**config.mk**
```make
export PLATFORM = sky130hd
export DESIGN_NAME = uart_rx_parity
export DESIGN_NICKNAME = d
export VERILOG_FILES = /design/src/rtl/uart_pkg.sv /design/src/rtl/sync_2ff.sv /design/src/rtl/uart_rx_parity.sv
export SDC_FILE = /design/constraint.sdc
export NUM_CORES = 1
export LEC_CHECK = 0
export BUFFER_PORTS_ARGS = -buffer_cell sky130_fd_sc_hd__buf_2
export CAP_MARGIN = 20
export CORE_AREA = 2 2 68 57
export CTS_CLUSTER_DIAMETER = 120
export DETAILED_ROUTE_END_ITERATION = 12
export DIE_AREA = 0 0 70 59
export GPL_TIMING_DRIVEN = 0
export PLACE_DENSITY = 0.81
export SLEW_MARGIN = 20
export SYNTH_ARGS = -nofsm -noshare
export SYNTH_HDL_FRONTEND = slang
export SYNTH_SLANG_ARGS = --single-unit
```
**constraint.sdc**
```tcl
create_clock -name i_Clock -period 3.12 [get_ports i_Clock]
set_input_delay 0.312 -clock i_Clock [delete_from_list [all_inputs] [get_ports i_Clock]]
set_output_delay 0.312 -clock i_Clock [all_outputs]
set_load 0.02 [all_outputs]
```
**src/rtl/uart_pkg.sv**
```systemverilog
// rtl/uart_pkg.sv - shared UART definitions: state encodings, data width, odd parity helper
package uart_pkg;

    localparam int DATA_BITS = 8;

    typedef enum logic [2:0] {
        S_IDLE    = 3'd0,
        S_START   = 3'd1,
        S_DATA    = 3'd2,
        S_PARITY  = 3'd3,
        S_STOP    = 3'd4,
        S_CLEANUP = 3'd5,
        S_BREAK   = 3'd6
    } uart_state_t;

    // Parity bit that makes the total count of ones (data + parity) odd.
    function automatic logic odd_parity(input logic [DATA_BITS-1:0] data);
        return ~^data;
    endfunction

endpackage

```
**src/rtl/sync_2ff.sv**
```systemverilog
// rtl/sync_2ff.sv - two-flop synchronizer for a single asynchronous input
module sync_2ff #(
    parameter logic RST_VAL = 1'b1
) (
    input  logic i_Clock,
    input  logic i_Rst_n,
    input  logic d,
    output logic q
);

    logic meta;

    always_ff @(posedge i_Clock or negedge i_Rst_n) begin
        if (!i_Rst_n) begin
            meta <= RST_VAL;
            q    <= RST_VAL;
        end else begin
            meta <= d;
            q    <= meta;
        end
    end

endmodule

```
**src/rtl/uart_rx_parity.sv**
```systemverilog
// rtl/uart_rx_parity.sv - odd-parity UART receiver: byte recovery with parity and stop-bit checks
module uart_rx_parity
    import uart_pkg::*;
#(
    parameter int CLKS_PER_BIT = 87,
    parameter int CNT_W        = $clog2(CLKS_PER_BIT)
) (
    input  logic                 i_Clock,
    input  logic                 i_Rst_n,
    input  logic                 i_Rx_Serial,
    output logic                 o_Rx_DV,
    output logic [DATA_BITS-1:0] o_Rx_Byte,
    output logic                 o_Parity_Err,
    output logic                 o_Frame_Err,
    output logic                 o_Rx_Idle
);

    localparam logic [CNT_W-1:0] HALF = CNT_W'((CLKS_PER_BIT - 1) / 2);
    localparam logic [CNT_W-1:0] LAST = CNT_W'(CLKS_PER_BIT - 1);

    logic                 rx_s;
    uart_state_t          state, state_n;
    logic [CNT_W-1:0]     clk_cnt, clk_cnt_n;
    logic [2:0]           bit_idx, bit_idx_n;
    logic [DATA_BITS-1:0] shift, shift_n;
    logic                 par_bit, par_bit_n;
    logic [DATA_BITS-1:0] rx_byte_n;
    logic                 rx_dv_n, parity_err_n, frame_err_n;

    sync_2ff #(
        .RST_VAL (1'b1)
    ) u_rx_sync (
        .i_Clock (i_Clock),
        .i_Rst_n (i_Rst_n),
        .d       (i_Rx_Serial),
        .q       (rx_s)
    );

    always_ff @(posedge i_Clock or negedge i_Rst_n) begin
        if (!i_Rst_n) begin
            state        <= S_IDLE;
            clk_cnt      <= '0;
            bit_idx      <= '0;
            shift        <= '0;
            par_bit      <= 1'b0;
            o_Rx_DV      <= 1'b0;
            o_Rx_Byte    <= '0;
            o_Parity_Err <= 1'b0;
            o_Frame_Err  <= 1'b0;
            o_Rx_Idle    <= 1'b1;
        end else begin
            state        <= state_n;
            clk_cnt      <= clk_cnt_n;
            bit_idx      <= bit_idx_n;
            shift        <= shift_n;
            par_bit      <= par_bit_n;
            o_Rx_DV      <= rx_dv_n;
            o_Rx_Byte    <= rx_byte_n;
            o_Parity_Err <= parity_err_n;
            o_Frame_Err  <= frame_err_n;
            o_Rx_Idle    <= (state_n == S_IDLE);
        end
    end

    always_comb begin
        state_n      = state;
        clk_cnt_n    = clk_cnt;
        bit_idx_n    = bit_idx;
        shift_n      = shift;
        par_bit_n    = par_bit;
        rx_byte_n    = o_Rx_Byte;
        parity_err_n = o_Parity_Err;
        frame_err_n  = o_Frame_Err;
        rx_dv_n      = 1'b0;

        case (state)
            S_IDLE: begin
                clk_cnt_n = '0;
                bit_idx_n = '0;
                if (!rx_s) begin
                    state_n = S_START;
                end
            end

            // A start bit that is no longer low at its midpoint was a glitch.
            S_START: begin
                if (clk_cnt == HALF) begin
                    clk_cnt_n = '0;
                    bit_idx_n = '0;
                    state_n   = rx_s ? S_IDLE : S_DATA;
                end else begin
                    clk_cnt_n = clk_cnt + CNT_W'(1);
                end
            end

            S_DATA: begin
                if (clk_cnt == LAST) begin
                    clk_cnt_n        = '0;
                    shift_n[bit_idx] = rx_s;
                    bit_idx_n        = bit_idx + 3'd1;
                    if (bit_idx == 3'd7) begin
                        state_n = S_PARITY;
                    end
                end else begin
                    clk_cnt_n = clk_cnt + CNT_W'(1);
                end
            end

            S_PARITY: begin
                if (clk_cnt == LAST) begin
                    clk_cnt_n = '0;
                    par_bit_n = rx_s;
                    state_n   = S_STOP;
                end else begin
                    clk_cnt_n = clk_cnt + CNT_W'(1);
                end
            end

            // Every completed frame is delivered; a low stop bit means a break may follow.
            S_STOP: begin
                if (clk_cnt == LAST) begin
                    clk_cnt_n    = '0;
                    rx_byte_n    = shift;
                    parity_err_n = (par_bit != odd_parity(shift));
                    frame_err_n  = ~rx_s;
                    rx_dv_n      = 1'b1;
                    state_n      = rx_s ? S_CLEANUP : S_BREAK;
                end else begin
                    clk_cnt_n = clk_cnt + CNT_W'(1);
                end
            end

            S_CLEANUP: begin
                state_n = S_IDLE;
            end

            S_BREAK: begin
                if (rx_s) begin
                    state_n = S_IDLE;
                end
            end

            default: begin
                state_n = S_IDLE;
            end
        endcase
    end

endmodule
```
==> impl_metrics.csv <==
group,metric,value,unit
power,leakagePower,0.9553,nW
final_layout,syn2layout_area_growth,11.20,%
power,power_density,422.8,mW/mm²
clocking,cts_setup_buffers,0,
final_layout,num_antenna_cells,0,
clocking,tritoncts,"yes",
synthesis,ys_seq_area_share,49.69,%
timing,fin_crit,2.144,ns
placement,numPortBuffers,14,
clocking,cts_resized,0,
global_route,grt_usage,18.49,%
detailed_routing,vias_per_cell,5.614,
detailed_routing,vias,1252,
global_route,antenna_found_initial,0,
placement,place_hpwl,2240,µm
power,worst_ir_drop_vdd,0.2961,mV
detailed_routing,drt-total-wl,3186,µm
clocking,numCtsBuffers,5,
final_layout,final_area,0.002024,mm²
timing,fin_tns_setup,0,ns
clocking,cts.sink_count,36,
synthesis,synth_top_cell_by_area,"dfrtp_1",
detailed_routing,drt_pass1_iterations,4,
placement,dpl.cell_count,215,
floorplan,die_y,59,µm
hold_path,hp-class,"input pin to async pin",
synthesis,synth_top_cell_area_share,45.36,%
clocking,cts_htree_levels,2,
timing,post-route-period-util,68.71,%
worst_setup_path,crit_required,3.29,ns
synthesis,synthCells,159,
clocking,clockBufferDepth,2,
floorplan,initial_utilization,53.93,%
worst_setup_path,rr_worst_depth,7,
timing,drv_slew,0,
synthesis,synth_most_common_cell,"dfrtp_1",
synthesis,syn-num-nets,166,
final_layout,final_cells,223,
detailed_routing,routedWlPerCell,14.29,µm
clocking,cts_hold_buf,0,
clocking,path_clk_slew,0.07,ns
run,maxCapViolations,0,
timing,hold_slack,0.09902,ns
synthesis,synth-main-ff-cell,"dfrtp_1",
floorplan,num_rows,19,
detailed_routing,ant_nets,0,
clocking,cts-root-buf,"clkbuf_8",
run_status,status,"complete, no violations",
timing,setup_viol,0,
timing,rsz0062_at_grt,"no",
global_route,grt_pass1_wl,5844,µm
floorplan,pin_count,15,
timing,fmax,466.5,MHz
timing,slew_headroom,47.84,%
synthesis,synthArstFlopShare,100.0,%
worst_setup_path,critPathCaptureType,"register",
floorplan,core,0.003376,mm²
worst_setup_path,cp_max_fo,10,
synthesis,ys_seq_elements,36,
placement,globalplace.congestion,0.8353,
timing,skew,0.01255,ns
synthesis,synth_common_cells,"dfrtp_1, nand2_1, mux2_2, o21ai_0, nor2_1",
placement,place_area,0.001943,mm²
global_route,grt_max_degree,37,
final_layout,nets,187,
global_route,grt_pass1_vias,1251,
timing,finalHoldViolCount,0,
synthesis,synth_edf_count,0,
synthesis,synthDistinctLibCells,42,
floorplan,die_w,70,µm
synthesis,syn_avg_cell_area,11.45,µm²
synthesis,synthesis.area,0.001820,mm²
detailed_routing,drt_iter0_drc,100,
detailed_routing,drc,0,
synthesis,synth_area_leaders,"dfrtp_1, mux2_2, dfstp_2",
worst_setup_path,worstPathArrival,2.32,ns
synthesis,yosysWarnings,0,
floorplan,die-area,0.004130,mm²
clocking,insertion_delay,0.29,ns
final_layout,drive_gt1_share,28.18,%
worst_setup_path,critPathLaunchType,"register",
global_route,gr-total-overflow,0,
worst_setup_path,criticalPathCategory,"register to register",
timing,worstMarginPinSlew,0.7824,ns
power,power,0.8558,mW
critical path, stage by stage, from the launching register on:
cell and delay, ns:
dfrtp_1 0.41, inv_1 0.07, ha_1 0.19, nand4b_4 0.14, or2_4 0.27, nor4b_4 0.42
buf_6 0.23, mux2_4 0.31
cell type report:
class                           instances  area, µm²
Timing Repair Buffer                   14      70.07
Clock inverter                          1      5.005
Fill cell                             270       1351
Buffer                                  8      40.04
Multi-Input combinational cell        112      864.6
Sequential cell                        36      904.6
Tap cell                               42      52.55
Clock buffer                            7      76.32
Inverter                                3      11.26
sequential cells by signal (all words and copies together), names as in the netlist:
| register | cells |
|---|---|
| bit_idx | 3 |
| o_Rx_DV | 1 |
| o_Frame_Err | 1 |
| u_rx_sync.q | 1 |
| shift | 8 |
| par_bit | 1 |
| o_Rx_Idle | 1 |
| o_Rx_Byte | 8 |
| state | 3 |
| u_rx_sync.meta | 1 |
| clk_cnt | 7 |
| o_Parity_Err | 1 |
metal layers:
metal  up-vias  part of all wire, %  global-route usage, %
met4         0                  2.5                  8.242
met3        10                  4.0                  4.762
met5         -                    0                      0
met2        24                   47                  30.07
met1       614                   47                  23.80
li1        604                    -                      -
path summary, 6_finish.rpt:
path | from | slack (ns) | endpoint
min in group i_Clock | i_Rx_Serial | 0.12 | u_rx_sync.meta$_DFF_PN1_
worst max register to register | clk_cnt[0]$_DFFE_PN0P_ | 0.98 | o_Rx_Byte[3]$_DFFE_PN0P_
max in group asynchronous | i_Rst_n | 2.51 | clk_cnt[4]$_DFFE_PN0P_
worst max-delay path | clk_cnt[0]$_DFFE_PN0P_ | 0.98 | o_Rx_Byte[3]$_DFFE_PN0P_
worst min-delay path | i_Rst_n | 0.1 | o_Rx_DV$_DFF_PN0_
worst min register to register | u_rx_sync.meta$_DFF_PN1_ | 0.36 | u_rx_sync.q$_DFF_PN1_
logic make-up (layout without fill, tap and decap cells):
logic type / count (synthesis) / after routing / share of synthesized area, %
and+or+nand+nor: 49 / 49 / 17.04
DFF: 36 / 36 / 49.69
AOI/OAI and AO/OA: 31 / 31 / 10.65
muxes: 19 / 19 / 12.71
buffers and inverters: 11 / 33 / 2.818
xor gates and xnor gates: 9 / 9 / 4.330
adders and majority gates: 4 / 4 / 2.749
cells in the final DEF, fill, tap and decap left out, types with 2 or more instances in the layout:
cell and count:
and2_1 2, clkbuf_8 5, inv_1 3, nand3b_1 2
nor3b_1 2, mux2_2 13, o2bb2ai_1 2, xnor2_1 6
clkbuf_1 7, xor2_1 3, nand2b_1 5, ha_1 4
a21oi_1 6, o21ai_0 13, buf_2 16, dfrtp_1 33
a22o_1 2, mux2_4 5, nor2_1 8, dfstp_2 3
nand3_1 5, nand2_1 14
report_power, final:
part / total, mW / switching (mW) / internal (mW)
Sequential: 0.489 / 0.0124 / 0.477
Clock: 0.314 / 0.158 / 0.157
Combinational: 0.0522 / 0.0356 / 0.0166
metrics by stage:
stage	utilization (%)	setup WS, ns
final	59.97	0.9762
after global routing	59.97	0.8653
after CTS	59.97	0.9567
after detailed placement	57.56	0.9575
after global placement	57.56	0.9857
after floorplan	-	1.141
Note: power is estimated with default switching activity, not from simulation.
